## config.mk

```make
export PLATFORM = sky130hd
export DESIGN_NAME = e6_timer_axil_intr_slave
export DESIGN_NICKNAME = d
export VERILOG_FILES = /design/src/rtl/e6_timer_axil_intr_slave.sv
export SDC_FILE = /design/constraint.sdc
export NUM_CORES = 1
export LEC_CHECK = 0
export BUFFER_PORTS_ARGS = -buffer_cell sky130_fd_sc_hd__buf_4
export CAP_MARGIN = 20
export CORE_MARGIN = 8
export CORE_UTILIZATION = 34
export DETAILED_ROUTE_END_ITERATION = 10
export PLACE_DENSITY = 0.84
export SLEW_MARGIN = 20
export SYNTH_ARGS = -nofsm -noshare
export SYNTH_HDL_FRONTEND = slang
export SYNTH_SLANG_ARGS = --single-unit
```

## constraint.sdc

```tcl
create_clock -name s_axi_intr_aclk -period 2.3 [get_ports s_axi_intr_aclk]
set_input_delay 0.69 -clock s_axi_intr_aclk [delete_from_list [all_inputs] [get_ports s_axi_intr_aclk]]
set_output_delay 0.69 -clock s_axi_intr_aclk [all_outputs]
set_load 0.01 [all_outputs]
```

## src/rtl/e6_timer_axil_intr_slave.sv

```systemverilog
// AXI4-Lite interrupt controller for the E6 timer: latches source events into ISR,
// masks them with IER/GIE, and drives one registered irq; IAR is write-1-to-clear.
module e6_timer_axil_intr_slave #(
  parameter int          C_S_AXI_DATA_WIDTH = 32,
  parameter int          C_S_AXI_ADDR_WIDTH = 5,
  parameter int          C_NUM_OF_INTR      = 1,
  parameter logic [31:0] C_INTR_SENSITIVITY = 32'hFFFFFFFF,
  parameter int          C_IRQ_ACTIVE_STATE = 1
) (
  input  logic                            s_axi_intr_aclk,
  input  logic                            s_axi_intr_aresetn,
  input  logic [C_NUM_OF_INTR-1:0]        intr_src,
  input  logic [C_S_AXI_ADDR_WIDTH-1:0]   s_axi_intr_awaddr,
  input  logic [2:0]                      s_axi_intr_awprot,
  input  logic                            s_axi_intr_awvalid,
  output logic                            s_axi_intr_awready,
  input  logic [C_S_AXI_DATA_WIDTH-1:0]   s_axi_intr_wdata,
  input  logic [C_S_AXI_DATA_WIDTH/8-1:0] s_axi_intr_wstrb,
  input  logic                            s_axi_intr_wvalid,
  output logic                            s_axi_intr_wready,
  output logic [1:0]                      s_axi_intr_bresp,
  output logic                            s_axi_intr_bvalid,
  input  logic                            s_axi_intr_bready,
  input  logic [C_S_AXI_ADDR_WIDTH-1:0]   s_axi_intr_araddr,
  input  logic [2:0]                      s_axi_intr_arprot,
  input  logic                            s_axi_intr_arvalid,
  output logic                            s_axi_intr_arready,
  output logic [C_S_AXI_DATA_WIDTH-1:0]   s_axi_intr_rdata,
  output logic [1:0]                      s_axi_intr_rresp,
  output logic                            s_axi_intr_rvalid,
  input  logic                            s_axi_intr_rready,
  output logic                            irq
);

  localparam int             N         = C_NUM_OF_INTR;
  localparam int             DW        = C_S_AXI_DATA_WIDTH;
  localparam logic [N-1:0]   EDGE_SENS = C_INTR_SENSITIVITY[N-1:0];
  localparam logic           IRQ_ON    = (C_IRQ_ACTIVE_STATE != 0);

  typedef enum logic {W_IDLE, W_RESP} w_state_t;
  typedef enum logic {R_IDLE, R_DATA} r_state_t;

  w_state_t      w_state;
  r_state_t      r_state;
  logic          gie;
  logic [N-1:0]  ier;
  logic [N-1:0]  isr;
  logic [N-1:0]  src_d;
  logic [DW-1:0] lane_mask;
  logic [DW-1:0] wr_val;
  logic [DW-1:0] rd_word;
  logic [2:0]    wr_idx;
  logic [2:0]    rd_idx;
  logic          wr_fire;
  logic [N-1:0]  ev_set;
  logic [N-1:0]  ev_clr;
  logic          unused_ok;

  assign s_axi_intr_bresp = 2'b00;
  assign s_axi_intr_rresp = 2'b00;

  assign wr_idx  = s_axi_intr_awaddr[4:2];
  assign rd_idx  = s_axi_intr_araddr[4:2];
  assign wr_fire = (w_state == W_IDLE) && s_axi_intr_awready
                   && s_axi_intr_awvalid && s_axi_intr_wvalid;

  always_comb begin
    lane_mask = '0;
    for (int unsigned b = 0; b < DW/8; b++)
      lane_mask[8*b +: 8] = {8{s_axi_intr_wstrb[b]}};
  end

  assign wr_val = s_axi_intr_wdata & lane_mask;

  // Edge sources fire on a 0->1 transition; level sources fire every cycle they are high.
  assign ev_set = (intr_src & ~src_d & EDGE_SENS) | (intr_src & ~EDGE_SENS);
  assign ev_clr = (wr_fire && wr_idx == 3'd3) ? wr_val[N-1:0] : '0;

  always_comb begin
    rd_word = '0;
    case (rd_idx)
      3'd0:    rd_word[0]     = gie;
      3'd1:    rd_word[N-1:0] = ier;
      3'd2:    rd_word[N-1:0] = isr;
      3'd4:    rd_word[N-1:0] = isr & ier;
      default: rd_word        = '0;
    endcase
  end

  // Both readies rise together only once AW and W are both presented.
  always_ff @(posedge s_axi_intr_aclk or negedge s_axi_intr_aresetn) begin
    if (!s_axi_intr_aresetn) begin
      w_state            <= W_IDLE;
      s_axi_intr_awready <= 1'b0;
      s_axi_intr_wready  <= 1'b0;
      s_axi_intr_bvalid  <= 1'b0;
      gie                <= 1'b0;
      ier                <= '0;
    end else begin
      case (w_state)
        W_IDLE: begin
          if (wr_fire) begin
            s_axi_intr_awready <= 1'b0;
            s_axi_intr_wready  <= 1'b0;
            s_axi_intr_bvalid  <= 1'b1;
            w_state            <= W_RESP;
            if (wr_idx == 3'd0 && s_axi_intr_wstrb[0])
              gie <= s_axi_intr_wdata[0];
            if (wr_idx == 3'd1)
              ier <= (ier & ~lane_mask[N-1:0]) | wr_val[N-1:0];
          end else begin
            s_axi_intr_awready <= s_axi_intr_awvalid & s_axi_intr_wvalid;
            s_axi_intr_wready  <= s_axi_intr_awvalid & s_axi_intr_wvalid;
          end
        end
        W_RESP: begin
          if (s_axi_intr_bready) begin
            s_axi_intr_bvalid <= 1'b0;
            w_state           <= W_IDLE;
          end
        end
      endcase
    end
  end

  always_ff @(posedge s_axi_intr_aclk or negedge s_axi_intr_aresetn) begin
    if (!s_axi_intr_aresetn) begin
      r_state            <= R_IDLE;
      s_axi_intr_arready <= 1'b0;
      s_axi_intr_rvalid  <= 1'b0;
      s_axi_intr_rdata   <= '0;
    end else begin
      case (r_state)
        R_IDLE: begin
          if (s_axi_intr_arready && s_axi_intr_arvalid) begin
            s_axi_intr_arready <= 1'b0;
            s_axi_intr_rvalid  <= 1'b1;
            s_axi_intr_rdata   <= rd_word;
            r_state            <= R_DATA;
          end else begin
            s_axi_intr_arready <= s_axi_intr_arvalid;
          end
        end
        R_DATA: begin
          if (s_axi_intr_rready) begin
            s_axi_intr_rvalid <= 1'b0;
            r_state           <= R_IDLE;
          end
        end
      endcase
    end
  end

  // A set and a clear on the same bit in one cycle leaves the bit set.
  always_ff @(posedge s_axi_intr_aclk or negedge s_axi_intr_aresetn) begin
    if (!s_axi_intr_aresetn) begin
      src_d <= '0;
      isr   <= '0;
      irq   <= ~IRQ_ON;
    end else begin
      src_d <= intr_src;
      isr   <= (isr & ~ev_clr) | ev_set;
      irq   <= (gie && (|(isr & ier))) ? IRQ_ON : ~IRQ_ON;
    end
  end

  assign unused_ok = ^{s_axi_intr_awprot, s_axi_intr_arprot,
                       s_axi_intr_awaddr, s_axi_intr_araddr, wr_val};

endmodule

```

==> flow_summary_export.csv, run 1 <==
group,metric,value,unit
sta,rsz0062_at_grt,"false",
yosys,ys_seq_area_share,36.6,%
layout,drive_above_1_share,27.1,%
yosys,ys_top_cells_by_count,"buf_4 (36), dfrtp_1 (12), nand2_1 (6)",
yosys,synthTopCellsByArea,"dfrtp_1 (37%), buf_4 (33%), nor4b_4 (2.9%)",
detailed_routing,vias,535,
yosys,synthArstFlopShare,100,%
sta,min_period_over_period,67.6,%
sta,worst_slack,0.746,ns
detailed_routing,routed_wl,1560,um
yosys,syn_avg_cell_area,9.89,um2
yosys,synth-simple-area-share,17.1,%
layout,syn2layout_area_growth,11.7,%
setup_path,critPathLaunchType,"flip-flop",
sta,clock.fmax,643,MHz
floorplan,die-area,4240,um2
setup_path,critPathKind,"flip-flop to output port",
grt,grt-ovfl-total,0,
setup_path,critical_path.cell_chain,"buf_4",
cts,root_buffer,"clkbuf_4",
placed_design,io_buffers,22,
min_path,hp-class,"input pin to async pin",
floorplan,start_util,34.4,%
sta,hold_violations,0,
detailed_routing,drc_errors,0,
yosys,syn-cell-area,821,um2
placed_design,pre_cts_slack,0.562,ns
setup_path,worst_setup_path_end_kind,"output port",
placed_design,routabilityCongestion,0.676,
yosys,synth-seq-cells,12,
power_and_ir_drop,p_per_area,703,nW/um2
yosys,synth-main-ff-cell,"dfrtp_1",
yosys,yosys-mux-area-fraction,3.96,%
sta,fin_crit,1.55,ns
detailed_routing,drt_iter0_drc,18,
cts,h-tree-depth,1,
grt,grt.total_usage,7.63,%
setup_path,max_stage_delay,0.43,ns
floorplan,die_w,65.1,um
setup_path,crit_path_top_delay_cell,"dfrtp_1",
cts,clk_pin_slew,0.07,ns
yosys,synthAdderAreaFrac,0,%
placed_design,dp_hpwl,1360,um
sta,finalSetupViolations,0,
setup_path,cp.required,1.61,ns
sta,setup_tns,0,ns
cts,postCtsHoldBufs,0,
setup_path,path_max_fanout,5,
floorplan,num_rows,18,
floorplan,core,2390,um2
yosys,ys_warn_count,0,
run_status,status,"complete, no violations",
grt,antenna_found_initial,0,
layout,layout.nets,168,
yosys,synth_top_family_by_area,"buffers and inverters",
cts,cts_resized,0,
floorplan,ios,102,
detailed_routing,wl_per_cell,11.4,um
flow_run,maxCapViolations,0,
yosys,synth_xor_area_share,0,%
yosys,synth_edf_count,0,
floorplan,fp.dieH,65.1,um
detailed_routing,firstDrtPassIters,2,
yosys,synth_compound_area_share,7.16,%
yosys,synthDistinctLibCells,21,
grt,grt_pass1_wl,2540,um
detailed_routing,antenna_left,0,
cts,cts_tree,"done",
cts,post_cts_buffers,0,
detailed_routing,drt-vias-per-instance,3.91,
setup_path,critPathTopFamily,"flip-flops",
grt,grt_pass1_vias,571,
layout,n_antenna_cell,0,
yosys,yosysTopAreaCell,"dfrtp_1",
sta,skew,0.00205,ns
yosys,synthesis.instances,83,
cts,cts_sinks,12,
setup_path,crit_arrival,0.86,ns
sta,drv_slew,0,
power_and_ir_drop,irDropWorstVdd,0.430,mV
cts,insertion_delay,0.27,ns
cts,clock_path_buffers,2,
setup_path,path_buf_inv,1,
grt,grt_max_degree,13,
yosys,yosysMostFrequentCell,"buf_4",
power_and_ir_drop,leakage,0.504,nW
cts,numCtsBuffers,3,
yosys,yosysTopAreaCellShare,36.6,%
==> power by group <==
group / switching (mW) / internal, mW / total, mW
clock: 0.0677 / 0.0962 / 0.164
sequential: 0.0330 / 0.257 / 0.290
combinational: 0.102 / 0.0895 / 0.191
==> final cells by class <==
class	instances	area, um2
well taps	30	37.5
flip-flops and latches	12	300
fillers	254	1470
clock buffers	4	36.3
inverters	4	15.0
repair buffers	22	165
multi-input cells	65	363
==> cells in the final DEF (no fill, tap or decap), drive strengths merged <==
cell type and n:
nor3b 1, and4bb 1, mux2i 1, mux2 2, a22o 2, nor4 1, nand4bb 1, dfrtp 12
and3 2, nand3b 3, nand3 1, a221oi 1, buf 22, inv 4, a21oi 1, a21boi 1
clkbuf 4, nand2b 1, nand2 6, o21ai 4, conb 35, nor4b 1
==> kinds of logic (layout without fill, tap and decap cells) <==
group	count (synthesis)	count (layout)
buf+inv	40	30
simple gates	18	18
flops	12	12
compound gates	9	9
mux	3	3
other cells	1	35
==> registers in the layout, summed over array words and instances (netlist names), named ones only <==
signal              cells
gie                     1
irq                     1
isr                     1
r_state                 1
s_axi_intr_arready      1
s_axi_intr_bvalid       1
s_axi_intr_rdata        1
s_axi_intr_rvalid       1
s_axi_intr_wready       1
src_d                   1
w_state                 1
==> worst paths after layout <==
path                          cells past startpoint                 end  slack (ns)                from
max                                               1  s_axi_intr_awready        0.75   s_axi_intr_wready
min                                               1   s_axi_intr_wready        0.24  s_axi_intr_aresetn
max reg2reg                                       3                 gie        0.89             w_state
min reg2reg                                       2   s_axi_intr_rvalid        0.49   s_axi_intr_rvalid
max in group asynchronous                         1                 isr        1.90  s_axi_intr_aresetn
min in group s_axi_intr_aclk                      2   s_axi_intr_rvalid        0.49   s_axi_intr_rvalid
==> layer usage <==
layer	part of all wire [%]	GRT usage [%]	up-vias	wire, um
li1	-	-	255	-
met1	34	7.46	235	536
met2	44	12.3	45	686
met3	22	5.78	0	336
met4	0	2.45	0	0
met5	0	0	-	0
==> metrics by stage <==
step	hold slack (ns)	util, %	instances	power (mW)	instance area, um2
final	0.244	38.4	137	0.645	917
after global routing	0.228	38.4	137	0.695	917
after CTS	0.235	38.4	137	0.656	917
after detailed placement	0.472	36.9	133	0.485	881
after global placement	0.461	36.9	133	0.475	881
after floorplan	0.394	-	117	0.432	948
(Power assumes the default switching activity.)
==> run 2, diff against run 1 <==
--- a/config.mk
+++ b/config.mk
@@ -8,9 +8,9 @@
 export BUFFER_PORTS_ARGS = -buffer_cell sky130_fd_sc_hd__buf_4
 export CAP_MARGIN = 20
 export CORE_MARGIN = 8
-export CORE_UTILIZATION = 34
+export CORE_UTILIZATION = 29
 export DETAILED_ROUTE_END_ITERATION = 10
-export PLACE_DENSITY = 0.84
+export PLACE_DENSITY = 0.76
 export SLEW_MARGIN = 20
 export SYNTH_ARGS = -nofsm -noshare
 export SYNTH_HDL_FRONTEND = slang
==> constraint.sdc (replaced) <==
create_clock -name s_axi_intr_aclk -period 1.4 [get_ports s_axi_intr_aclk]
set_input_delay 0.42 -clock s_axi_intr_aclk [delete_from_list [all_inputs] [get_ports s_axi_intr_aclk]]
set_output_delay 0.42 -clock s_axi_intr_aclk [all_outputs]
set_load 0.01 [all_outputs]
==> run 2 against run 1 <==
Effect of this change:
- register-to-register slack lost 0.81 ns
- sequential power increased by 64%
- clock-buffer cell count is 1 lower
- routed wire length is 5.6% higher
- sequential share of layout area down 0.44 points
- critical path depth rose by 2
- critical endpoint is now gie
- non-clock buffer count is 3 higher
- largest power group unchanged
- highest routed layer unchanged
- setup slack worse by 0.67 ns
==> flow_summary_export.csv, run 2 (synthesis gave the netlist of run 1 again) <==
group,metric,value,unit
run_status,status,"complete, no violations",
cts,cts_resized,0,
setup_path,worst_setup_path_end_kind,"flip-flop",
grt,grt_pass1_vias,662,
layout,syn2layout_area_growth,13.3,%
setup_path,critPathKind,"flip-flop to flip-flop",
setup_path,cp.required,1.55,ns
cts,postCtsHoldBufs,1,
cts,clk_pin_slew,0.07,ns
sta,min_period_over_period,94.5,%
detailed_routing,drc_errors,0,
sta,hold_violations,0,
layout,drive_above_1_share,27.5,%
cts,cts_tree,"done",
layout,n_antenna_cell,0,
cts,h-tree-depth,1,
cts,cts_sinks,12,
cts,clock_path_buffers,2,
floorplan,die-area,4790,um2
sta,skew,0.00405,ns
layout,multi_input_area,363,um2
detailed_routing,wl_per_cell,11.8,um
detailed_routing,routed_wl,1650,um
detailed_routing,antenna_left,0,
power_and_ir_drop,p_per_area,1080,nW/um2
placed_design,dp_hpwl,1470,um
detailed_routing,drt_iter0_drc,8,
grt,grt_pass1_wl,3080,um
sta,rsz0062_at_grt,"false",
layout,mostFrequentLayoutCell,"conb_1",
sta,holdWs,0.275,ns
power_and_ir_drop,irDropWorstVdd,0.610,mV
layout,regArea,300,um2
sta,clock.fmax,756,MHz
floorplan,core,2730,um2
layout,final_cell_mix,"conb_1 (35), buf_4 (24), dfrtp_1 (12), nand2_1 (6)",
layout,instances_no_fill,140,
sta,drv_slew,0,
grt,grt-ovfl-total,0,
power_and_ir_drop,leakage,0.511,nW
power_and_ir_drop,power.total,1.00,mW
setup_path,path_max_fanout,3,
floorplan,fp.dieH,69.2,um
sta,finalSetupViolations,0,
floorplan,start_util,30.0,%
placed_design,io_buffers,22,
cts,insertion_delay,0.26,ns
grt,grt_max_degree,13,
floorplan,die_w,69.2,um
grt,grt.total_usage,7.53,%
cts,post_cts_buffers,0,
layout,fill_cells,282,
layout,final_core_util,34.0,%
min_path,hp-class,"input pin to flip-flop",
cts,numCtsBuffers,3,
detailed_routing,drt-vias-per-instance,4.00,
placed_design,dp_cells,136,
detailed_routing,firstDrtPassIters,4,
layout,layout.nets,171,
detailed_routing,vias,560,
setup_path,crit_arrival,1.47,ns
setup_path,critPathLaunchType,"flip-flop",
placed_design,routabilityCongestion,0.723,
sta,fin_crit,1.32,ns
grt,antenna_found_initial,0,
floorplan,ios,102,
cts,root_buffer,"clkbuf_4",
floorplan,num_rows,19,
flow_run,maxCapViolations,0,
setup_path,ff2ff_setup_slack,0.08,ns
## run 2: changes by cell type in the layout (fill, tap and decap cells not counted)
cell | previous run | this run
dlygate4sd3_1 | 0 | 1
clkbuf_8 | 1 | 0
buf_4 | 22 | 24
## run 2: routing by layer
| layer | part of all wire (%) | global-route usage, % |
|---|---|---|
| met5 | 0 | 0 |
| met4 | 0 | 2.73 |
| met3 | 17 | 6.29 |
| met2 | 46 | 11.4 |
| met1 | 37 | 7.44 |
## run 2: layout make-up
class / instances / share of cell area [%]
Multi-Input combinational cell: 65 / 39.0
Inverter: 4 / 1.62
Timing Repair Buffer: 25 / 20.5
Sequential cell: 12 / 32.3
Tap cell: 31 / 4.17
Clock buffer: 3 / 2.42
## run 2: path summary, 6_finish.rpt
path,startpoint,to,cells after the start
max,w_state,gie,3
min,intr_src,src_d,1
max reg2reg,w_state,gie,3
min reg2reg,s_axi_intr_rvalid,s_axi_intr_rvalid,2
max in group asynchronous,s_axi_intr_aresetn,async pin,2
min in group asynchronous,s_axi_intr_aresetn,s_axi_intr_rvalid,2
## run 2: power breakdown
| part | total [mW] | internal (mW) | switching (mW) |
|---|---|---|---|
| clock network | 0.200 | 0.0992 | 0.101 |
| logic | 0.325 | 0.152 | 0.173 |
| registers | 0.476 | 0.422 | 0.0538 |
## run 2: through the flow
step	worst slack (ns)	TNS [ns]	area [um2]
6_report	0.0770	0	930
5_1_grt	0.0156	0	930
4_1_cts	0.0606	0	930
3_5_place_dp	-0.0419	-0.0622	897
3_3_place_gp	-0.0352	-0.0454	897
2_1_floorplan	0.115	0	948
## run 2: critical path, cell delays in order (launching register included)
cell and delay [ns]:
dfrtp_1 0.40, nor3b_2 0.24, nor4b_4 0.23, mux2_1 0.33
